--- config.mk ---
export PLATFORM = sky130hd
export DESIGN_NAME = ad_multi_flat
export DESIGN_NICKNAME = d
export VERILOG_FILES = /design/src/rtl/ad_multi_pkg.sv /design/src/rtl/ad_multi_if.sv /design/src/rtl/ad_multi_clkgen.sv /design/src/rtl/ad_multi.sv /design/src/flat_wrapper.sv
export SDC_FILE = /design/constraint.sdc
export NUM_CORES = 1
export LEC_CHECK = 0
export CORE_MARGIN = 2
export CORE_UTILIZATION = 59
export DETAILED_ROUTE_END_ITERATION = 10
export GPL_TIMING_DRIVEN = 0
export MAX_ROUTING_LAYER = met4
export PLACE_DENSITY = 0.84
export SYNTH_ARGS = -nofsm -noshare
export SYNTH_HDL_FRONTEND = slang
export SYNTH_SLANG_ARGS = --single-unit
--- constraint.sdc ---
create_clock -name clk -period 4.74 [get_ports clk]
set_input_delay 0.948 -clock clk [delete_from_list [all_inputs] [get_ports clk]]
set_output_delay 0.948 -clock clk [all_outputs]
set_load 0.05 [all_outputs]
--- src/rtl/ad_multi_pkg.sv ---
// Shared types and defaults for the multi-channel serial ADC scanner.
// AVG_N/AVG_SH are only consumed when AD_MULTI_AVG_EN is defined.
package ad_multi_pkg;

   typedef enum logic [1:0] {
      IDLE  = 2'd0,
      SETUP = 2'd1,
      SHIFT = 2'd2,
      HOLD  = 2'd3
   } state_t;

   localparam int DEF_DATA_W   = 8;
   localparam int DEF_CH_N     = 4;
   localparam int DEF_CLK_DIV  = 2;
   localparam int DEF_CONV_CYC = 20;

   localparam int AVG_N  = 4;
   localparam int AVG_SH = 2;

endpackage

--- src/rtl/ad_multi_if.sv ---
// Serial ADC pin bundle: master is the scanner, slave is the converter.
interface ad_multi_if;

   logic adcs;
   logic adclk;
   logic ad_din;
   logic ad_data;

   modport master (output adcs, output adclk, output ad_din, input ad_data);
   modport slave  (input adcs, input adclk, input ad_din, output ad_data);

endinterface

--- src/rtl/ad_multi_clkgen.sv ---
// adclk divider: CLK_DIV clk cycles per half period while en is high, parked low otherwise.
// rise/fall flag the cycle whose closing clk edge toggles adclk 0->1 / 1->0.
module ad_clkgen #(
   parameter int CLK_DIV = 2
) (
   input  logic clk,
   input  logic rstn,
   input  logic en,
   output logic adclk,
   output logic rise,
   output logic fall
);

   localparam int DW = (CLK_DIV > 1) ? $clog2(CLK_DIV) : 1;

   logic [DW-1:0] div;
   logic          tick;

   assign tick = en && (div == DW'(CLK_DIV - 1));
   assign rise = tick && !adclk;
   assign fall = tick && adclk;

   always_ff @(posedge clk or negedge rstn) begin
      if (!rstn) begin
         div   <= '0;
         adclk <= 1'b0;
      end else if (!en) begin
         div   <= '0;
         adclk <= 1'b0;
      end else if (tick) begin
         div   <= '0;
         adclk <= ~adclk;
      end else begin
         div <= div + 1'b1;
      end
   end

endmodule

--- src/rtl/ad_multi.sv ---
// Multi-channel serial ADC scanner: converts enabled channels in ascending order, single or continuous.
// Define AD_MULTI_AVG_EN to convert each channel AVG_N times and report the truncated mean.
module ad_multi
   import ad_multi_pkg::*;
#(
   parameter int DATA_W   = DEF_DATA_W,
   parameter int CH_N     = DEF_CH_N,
   parameter int CLK_DIV  = DEF_CLK_DIV,
   parameter int CONV_CYC = DEF_CONV_CYC,
   localparam int ADDR_W  = $clog2(CH_N)
) (
   input  logic              clk,
   input  logic              rstn,
   input  logic              start,
   input  logic              mode_cont,
   input  logic [CH_N-1:0]   ch_mask,
   ad_multi_if.master        ad,
   output logic [DATA_W-1:0] data,
   output logic [ADDR_W-1:0] data_ch,
   output logic              data_valid,
   output logic              isdone,
   output logic              busy,
   output state_t            dbg_state
);

   // Handshake: start is a one-cycle request taken only while busy is low and
   // ch_mask is non-zero; busy is the inverse of ready, data_valid/isdone are
   // single-cycle strobes with no back-pressure.

   localparam int CMAX = (CLK_DIV > CONV_CYC) ? CLK_DIV : CONV_CYC;
   localparam int CW   = $clog2(CMAX + 1);
   localparam int BW   = $clog2(DATA_W + 1);

   state_t            state;
   logic [CH_N-1:0]   mask_l;
   logic              cont_l;
   logic [ADDR_W-1:0] cur;
   logic [ADDR_W-1:0] adr_sh;
   logic [DATA_W-1:0] sh;
   logic [CW-1:0]     cnt;
   logic [BW-1:0]     bit_cnt;
   logic              fin;
   logic              rise;
   logic              fall;
   logic              nxt_found;
   logic [ADDR_W-1:0] nxt_ch;
   logic [ADDR_W-1:0] tgt;
   logic              hold_go;
   logic              conv_final;
   logic              rep_ch;
   logic [DATA_W-1:0] result;

   assign dbg_state = state;

   function automatic logic [ADDR_W-1:0] lowest(input logic [CH_N-1:0] m);
      logic [ADDR_W-1:0] r;
      r = '0;
      for (int i = CH_N - 1; i >= 0; i--) begin
         if (m[i]) r = ADDR_W'(i);
      end
      return r;
   endfunction

   always_comb begin
      nxt_found = 1'b0;
      nxt_ch    = '0;
      for (int i = CH_N - 1; i >= 0; i--) begin
         if (mask_l[i] && (i > int'(cur))) begin
            nxt_found = 1'b1;
            nxt_ch    = ADDR_W'(i);
         end
      end
   end

   // Channel the next SETUP will address, whether entered from IDLE or HOLD.
   always_comb begin
      if (state == IDLE)   tgt = lowest(ch_mask);
      else if (rep_ch)     tgt = cur;
      else if (nxt_found)  tgt = nxt_ch;
      else                 tgt = lowest(mask_l);
   end

   assign hold_go = rep_ch || nxt_found || cont_l;

`ifdef AD_MULTI_AVG_EN
   logic [DATA_W+1:0] acc;
   logic [DATA_W+1:0] sum;
   logic [1:0]        avg_cnt;

   assign sum        = acc + {2'b00, sh};
   assign conv_final = (avg_cnt == 2'(AVG_N - 1));
   assign rep_ch     = (avg_cnt != 2'd0);
   assign result     = sum[DATA_W+1:AVG_SH];

   always_ff @(posedge clk or negedge rstn) begin
      if (!rstn) begin
         acc     <= '0;
         avg_cnt <= 2'd0;
      end else if (state == SHIFT && fin) begin
         if (conv_final) begin
            acc     <= '0;
            avg_cnt <= 2'd0;
         end else begin
            acc     <= sum;
            avg_cnt <= avg_cnt + 2'd1;
         end
      end
   end
`else
   assign conv_final = 1'b1;
   assign rep_ch     = 1'b0;
   assign result     = sh;
`endif

   // fin holds the divider off for one cycle after the last fall, so the
   // result is published with adclk already parked low.
   ad_clkgen #(.CLK_DIV(CLK_DIV)) u_clkgen (
      .clk   (clk),
      .rstn  (rstn),
      .en    ((state == SHIFT) && !fin),
      .adclk (ad.adclk),
      .rise  (rise),
      .fall  (fall)
   );

   always_ff @(posedge clk or negedge rstn) begin
      if (!rstn) begin
         state      <= IDLE;
         ad.adcs    <= 1'b1;
         ad.ad_din  <= 1'b0;
         data       <= '0;
         data_ch    <= '0;
         data_valid <= 1'b0;
         isdone     <= 1'b0;
         busy       <= 1'b0;
         mask_l     <= '0;
         cont_l     <= 1'b0;
         cur        <= '0;
         adr_sh     <= '0;
         sh         <= '0;
         cnt        <= '0;
         bit_cnt    <= '0;
         fin        <= 1'b0;
      end else begin
         data_valid <= 1'b0;
         isdone     <= 1'b0;
         case (state)
            IDLE: begin
               if (start && (|ch_mask)) begin
                  mask_l    <= ch_mask;
                  cont_l    <= mode_cont;
                  busy      <= 1'b1;
                  cur       <= tgt;
                  ad.ad_din <= tgt[ADDR_W-1];
                  adr_sh    <= tgt << 1;
                  ad.adcs   <= 1'b0;
                  cnt       <= '0;
                  state     <= SETUP;
               end
            end
            SETUP: begin
               if (cnt == CW'(CLK_DIV - 1)) begin
                  cnt     <= '0;
                  bit_cnt <= '0;
                  fin     <= 1'b0;
                  state   <= SHIFT;
               end else begin
                  cnt <= cnt + 1'b1;
               end
            end
            SHIFT: begin
               if (fin) begin
                  fin       <= 1'b0;
                  ad.adcs   <= 1'b1;
                  ad.ad_din <= 1'b0;
                  cnt       <= '0;
                  state     <= HOLD;
                  if (conv_final) begin
                     data       <= result;
                     data_ch    <= cur;
                     data_valid <= 1'b1;
                     isdone     <= !nxt_found;
                     if (!nxt_found) cont_l <= mode_cont;
                  end
               end else begin
                  if (rise) sh <= {sh[DATA_W-2:0], ad.ad_data};
                  if (fall) begin
                     ad.ad_din <= adr_sh[ADDR_W-1];
                     adr_sh    <= adr_sh << 1;
                     if (bit_cnt == BW'(DATA_W - 1)) fin <= 1'b1;
                     else bit_cnt <= bit_cnt + 1'b1;
                  end
               end
            end
            HOLD: begin
               if (cnt == CW'(CONV_CYC - 1)) begin
                  cnt <= '0;
                  if (hold_go) begin
                     cur       <= tgt;
                     ad.ad_din <= tgt[ADDR_W-1];
                     adr_sh    <= tgt << 1;
                     ad.adcs   <= 1'b0;
                     state     <= SETUP;
                  end else begin
                     busy  <= 1'b0;
                     state <= IDLE;
                  end
               end else begin
                  cnt <= cnt + 1'b1;
               end
            end
            default: state <= IDLE;
         endcase
      end
   end

endmodule

--- src/flat_wrapper.sv ---
// flat-port wrapper written by rule: the top's interface ports become plain ports
module ad_multi_flat import ad_multi_pkg::*;
#(
   parameter int DATA_W   = DEF_DATA_W,
   parameter int CH_N     = DEF_CH_N,
   parameter int CLK_DIV  = DEF_CLK_DIV,
   parameter int CONV_CYC = DEF_CONV_CYC,
   localparam int ADDR_W  = $clog2(CH_N)
)
  (clk, rstn, start, mode_cont, ch_mask, data, data_ch, data_valid, isdone, busy, dbg_state, ad_adcs, ad_adclk, ad_ad_din, ad_ad_data);
  ad_multi_if ad_i ();
  input  logic clk;
  input  logic rstn;
  input  logic start;
  input  logic mode_cont;
  input  logic [CH_N-1:0] ch_mask;
  output logic [DATA_W-1:0] data;
  output logic [ADDR_W-1:0] data_ch;
  output logic data_valid;
  output logic isdone;
  output logic busy;
  output state_t dbg_state;
  output wire logic [$bits(ad_i.adcs)-1:0] ad_adcs;
  output wire logic [$bits(ad_i.adclk)-1:0] ad_adclk;
  output wire logic [$bits(ad_i.ad_din)-1:0] ad_ad_din;
  input wire logic [$bits(ad_i.ad_data)-1:0] ad_ad_data;
  assign ad_adcs = ad_i.adcs;
  assign ad_adclk = ad_i.adclk;
  assign ad_ad_din = ad_i.ad_din;
  assign ad_i.ad_data = ad_ad_data;
  ad_multi #(.DATA_W(DATA_W), .CH_N(CH_N), .CLK_DIV(CLK_DIV), .CONV_CYC(CONV_CYC)) u_core (.clk(clk), .rstn(rstn), .start(start), .mode_cont(mode_cont), .ch_mask(ch_mask), .ad(ad_i), .data(data), .data_ch(data_ch), .data_valid(data_valid), .isdone(isdone), .busy(busy), .dbg_state(dbg_state));
endmodule
After elaboration in Yosys (flattened, before gate mapping). Cells that the tools add are included. W data, S select, Z words.

Flip-flop bits (word level): 46. Input bits: 9. Output and inout port bits: 18.

Eq/ne operators: 18. Reductions and logical operators: 31. Multiplexer cells: 74. Order comparisons: 3. Bitwise gates (word level): 2. $add $sub $neg: 3.

Operators with widths (number): $mux W2 (25); $mux W1 (31); $mux W5 (4); $pmux W5 S4 (1); $mux W4 (4); $reduce_and A4 Y1 (4); $reduce_and A5 Y1 (3); $ne A2 B1 Y1 const B (6); $ne A2 B2 Y1 const B (5); $logic_and A1 B1 Y1 (8); $pmux W2 S4 (1); $pmux W4 S2 (1); $reduce_and A2 Y1 (4); $pmux W1 S2 (3); $pmux W1 S3 (2); $pmux W2 S3 (1); $reduce_and A6 Y1 (1); $reduce_bool A2 Y1 (3); $add A5 B1 Y5 const B (1); $eq A5 B1 Y1 const B (1); $eq A5 B5 Y1 const B (1); $add A4 B1 Y4 const B (1); $eq A2 B2 Y1 const B (2); $eq A4 B3 Y1 const B (1); other kinds (13) (17).

Logic depth before layout (Yosys ltp).
Depth after elaboration: 10. Mapped depth: 8. Gate-level depth less buffers: 7.

Hierarchy. From an unflattened synthesis, not the netlist that was laid out.

Cells, all modules: 204. Area, all modules: 2212.1 µm².

Modules (own cells, without submodules): ad_multi (cells an instance 196, area each 2123.3 µm², times used 1, seq. area each 1077.3 µm²); ad_clkgen (cells an instance 8, area each 88.8 µm², times used 1, seq. area each 50.0 µm²).

Least setup slack after synthesis. No wires, ideal clock.

Path type: reg2reg. From: reg u_core.state[0] (netlist: u_core.dbg_state[0]). To: reg u_core.cur[0]. Arrival: 1.975 ns. Data required time: 4.615 ns. Buffers on the path: 1. Setup slack: 2.640 ns. Clock period less this slack: 2.100 ns. Stages on the path, launching flop included: 8. Cell sequence: dfrtp_1 > inv_1 > ha_1 > clkbuf_2 > a22oi_2 > o21ai_2 > a21oi_2 > mux2_2.

Cells in the longest elaborated chain, start to end: 5. Elaborated cells on any way between the ends: 12. Those cells by class: eq/ne: 4; mux: 5; reduce/logical: 3.

RTL lines: start, declared (RTL line ad_multi.sv:34) `state_t state;`; start signal, assigned (RTL line ad_multi.sv:128) `state <= IDLE;`; start signal, assigned (RTL line ad_multi.sv:158) `state <= SETUP;`; start signal, assigned (RTL line ad_multi.sv:166) `state <= SHIFT;`; $logic_not A2 Y1 (RTL line ad_multi.sv:77, ad_multi.sv:147); $mux W2 (RTL line ad_multi.sv:77) `if (state == IDLE) tgt = lowest(ch_mask);`; $mux W2 (RTL line ad_multi.sv:198) `if (hold_go) begin`; $mux W2 (RTL line ad_multi.sv:196) `if (cnt == CW'(CONV_CYC - 1)) begin`; $pmux W2 S2 (RTL line ad_multi.sv:147) `case (state)`; end signal, assigned (RTL line ad_multi.sv:153) `cur <= tgt;`; end signal, assigned (RTL line ad_multi.sv:199) `cur <= tgt;`; end, declared (RTL line ad_multi.sv:37) `logic [ADDR_W-1:0] cur;`.

Several ways; a longest one is shown, not always the timed one. The select of a mux whose other input is x is not followed. A chain may end at the register's enable or synchronous reset.

Final worst setup path.
From: reg u_core.ad.adcs. To: out ad_adcs.

RTL lines: start, declared (RTL line ad_multi_if.sv:9) `modport master (output adcs, output adclk, output ad_din, input ad_data);`; start signal, assigned (RTL line ad_multi.sv:129) `ad.adcs <= 1'b1;`; start signal, assigned (RTL line ad_multi.sv:156) `ad.adcs <= 1'b0;`; start signal, assigned (RTL line ad_multi.sv:174) `ad.adcs <= 1'b1;`; end, declared (RTL line flat_wrapper.sv:23) `output wire logic [$bits(ad_i.adcs)-1:0] ad_adcs;`.

No word-level cell between the ends.

==> results.ini <==
[run_status]
outcome = complete, no violations

[logic_synthesis]
ys_ff_latch = 45
netlist_instances = 206
synth_warnings = 0
ys_seq_area_share_pct = 50.22
syn_area_per_cell_um2 = 10.90
syn_area_um2 = 2245
synth_cell_types = 43
synth.net_count = 223

[clocking]
htreeDepth = 2
post-cts-setup-buffers = 0
root_buffer = clkbuf_8
cts_hold_buf = 0
worstSkewPairLatency_ps = 300
ctsLongestPathBuffers = 2
tritoncts = done
ctsResizeCount = 0
numCtsBuffers = 5
clk_pin_slew_worst_paths_ps = 90
cts.sinks = 45

[critical_path]
path_cells = clkdlybuf4s50_1
slowest_stage = clkdlybuf4s50_1
worst_ep_arrival_time_ps = 1640
required_ps = 3790
cp_num_buf_inv = 1
worst-path-max-fanout = 2
cp-start-kind = flip-flop
critPathKind = reg -> out
cpPeakStageDelay_ps = 800
crit_family = buffers and inverters
critPathCaptureType = output port

[timing]
tightest_slew_ps = 645.4
rsz0062_at_grt = no
slew_viol_final = 0
period_share_pct = 54.65
setup_tns_ps = 0
timing.fmax_ghz = 0.3860
finClkSkew_ps = 3.323
min_period_ps = 2591
setup_ws_ps = 2149
setup_violations = 0
hold_viol = 0
max_slew_margin_pct = 56.79

[cells_and_area]
drive_above_1_share_pct = 20.75
area_delta_synth_final_pct = 18.95
fillers = 277
stdcell_area_um2 = 2670
diodes = 0
fin_nets = 257

[placement]
pre_cts_ws_ps = 1961
placed_area_um2 = 2580
io_buffers = 26
gp_congestion = 0.8107
dp_hpwl_um = 3179

[route]
vias = 1609
wl_per_cell_um = 14.61
drt_drc_violations_left = 0
viasPerCell = 5.567
drtIter0Drc = 92
ant_nets = 0
dr.pass1.iters = 4
wl_um = 4222

[die]
rows = 22
initial_core_util_pct = 61.31
die_area_um2 = 4314
die_x_um = 65.68
io_pins = 27
die_h_um = 65.68
fp.coreArea_um2 = 3661

[pwr]
vdd_drop_max_mv = 0.1919
power_uw = 706.9
leakagePower_nw = 1.177
powerDensity_nw_per_um2 = 264.8

[min_path]
hold_path_class = reg -> reg

[global_routing]
grt_overflow = 0
grt_max_degree = 30
antenna_found_initial = 0
track_usage_pct = 24.05
grt_pass1_vias = 1606
grt_first_pass_wirelength_um = 7555

[job]
max_cap_viol_count = 0

-- report_power, final --
part	switching, mW	internal [mW]	leakage (nW)
sequential	0.00707	0.393	0.551
clock	0.136	0.105	0.0445
combinational	0.0387	0.0267	0.582
-- area by class of cell --
cell class	count	area, um2	area share [%]
Clock buffer	5	68.82	2.577
Inverter	12	45.04	1.687
Tap cell	48	60.06	2.249
Sequential cell	45	1127	42.22
Multi-Input combinational cell	144	1044	39.08
Timing Repair Buffer	27	275.3	10.31
Buffer	5	28.78	1.078
Clock inverter	3	21.27	0.7966
-- worst paths after layout --
kind | start | endpoint | slack, ps | cells after the start
setup / recovery | u_core.ad.adcs | ad_adcs | 2150 | 1
hold / removal | u_core.data_ch[1] | u_core.data_ch[1] | 500 | 2
setup reg to reg | u_core.dbg_state[0] | u_core.result[2] | 2580 | 5
hold reg to reg | u_core.data_ch[1] | u_core.data_ch[1] | 500 | 2
max in group asynchronous | rstn | u_core.data[2] | 3690 | 2
min in group asynchronous | rstn | u_core.data[5] | 570 | 1
-- placed cells by master (no fill, tap or decap), types with 4 or more instances in the layout --
| master | n |
|---|---|
| ha_1 | 8 |
| o21ai_0 | 14 |
| mux2_2 | 24 |
| clkbuf_8 | 5 |
| clkdlybuf4s50_1 | 25 |
| nor2_1 | 16 |
| a21oi_1 | 9 |
| nand2b_1 | 4 |
| nand2_1 | 22 |
| dfrtp_1 | 44 |
| xor2_1 | 4 |
| inv_1 | 12 |
-- sequential cells by signal, summed over array words and instances (netlist names), 2 cells and up --
name              cells
u_core.data           8
u_core.result         8
u_core.cnt            5
u_core.bit_cnt        4
u_core.mask_l         4
u_core.cur            2
u_core.data_ch        2
u_core.dbg_state      2
-- cells by family after synthesis --
kind of cell / count (synthesis) / synth area share [%]
simple gates: 63 / 14.05
flops: 45 / 50.22
compound gates: 44 / 13.99
mux: 24 / 12.04
buf+inv: 17 / 3.288
fa+ha+maj: 8 / 4.459
xor+xnor: 5 / 1.951
-- per-stage QoR --
| stage | utilization (%) | hold slack [ps] | std cells |
|---|---|---|---|
| 5_1_grt | 72.93 | 527.7 | 289 |
| 2_1_floorplan | - | 457.2 | 206 |
| 6_report | 72.93 | 498.2 | 289 |
| 3_3_place_gp | 70.06 | 461.0 | 280 |
| 4_1_cts | 72.93 | 503.0 | 289 |
| 3_5_place_dp | 70.47 | 483.2 | 281 |
-- synth_stat cells, drive strengths merged --
master | instances | share of area, %
o22ai | 2 | 0.56
and3 | 2 | 0.56
nand3 | 2 | 0.45
and3b | 1 | 0.39
or2b | 1 | 0.39
mux2 | 24 | 12
a21bo | 1 | 0.45
o31a | 2 | 0.78
nand3b | 2 | 0.67
nor3b | 1 | 0.56
or2 | 2 | 0.56
o21bai | 1 | 0.33
nor2b | 3 | 0.84
dfrtp | 44 | 49
nand4bb | 1 | 0.50
nor2 | 16 | 2.7
ha | 8 | 4.5
a21boi | 1 | 0.33
o31ai | 1 | 0.33
xnor2 | 1 | 0.39
dfstp | 1 | 1.2
nor4b | 1 | 0.39
nand2b | 4 | 1.1
nand2 | 22 | 3.7
nand4 | 3 | 0.84
a21oi | 12 | 3.2
xor2 | 4 | 1.6
o41ai | 1 | 1.2
buf | 3 | 0.89
a22oi | 1 | 0.56
o221ai | 2 | 0.78
o22a | 2 | 0.78
inv | 12 | 2.0
nor3 | 2 | 0.45
o21ai | 17 | 4.1
o211ai | 1 | 0.56
clkbuf | 2 | 0.39
-- layer usage --
| layer | up-vias | wire (um) | global-route usage, % |
|---|---|---|---|
| met5 | - | 0 | - |
| met4 | 0 | 87 | 9.375 |
| met3 | 10 | 125 | 4.110 |
| met2 | 28 | 2105 | 38.51 |
| met1 | 790 | 1903 | 30.76 |
| li1 | 781 | - | - |
(Power assumes the default switching activity.)
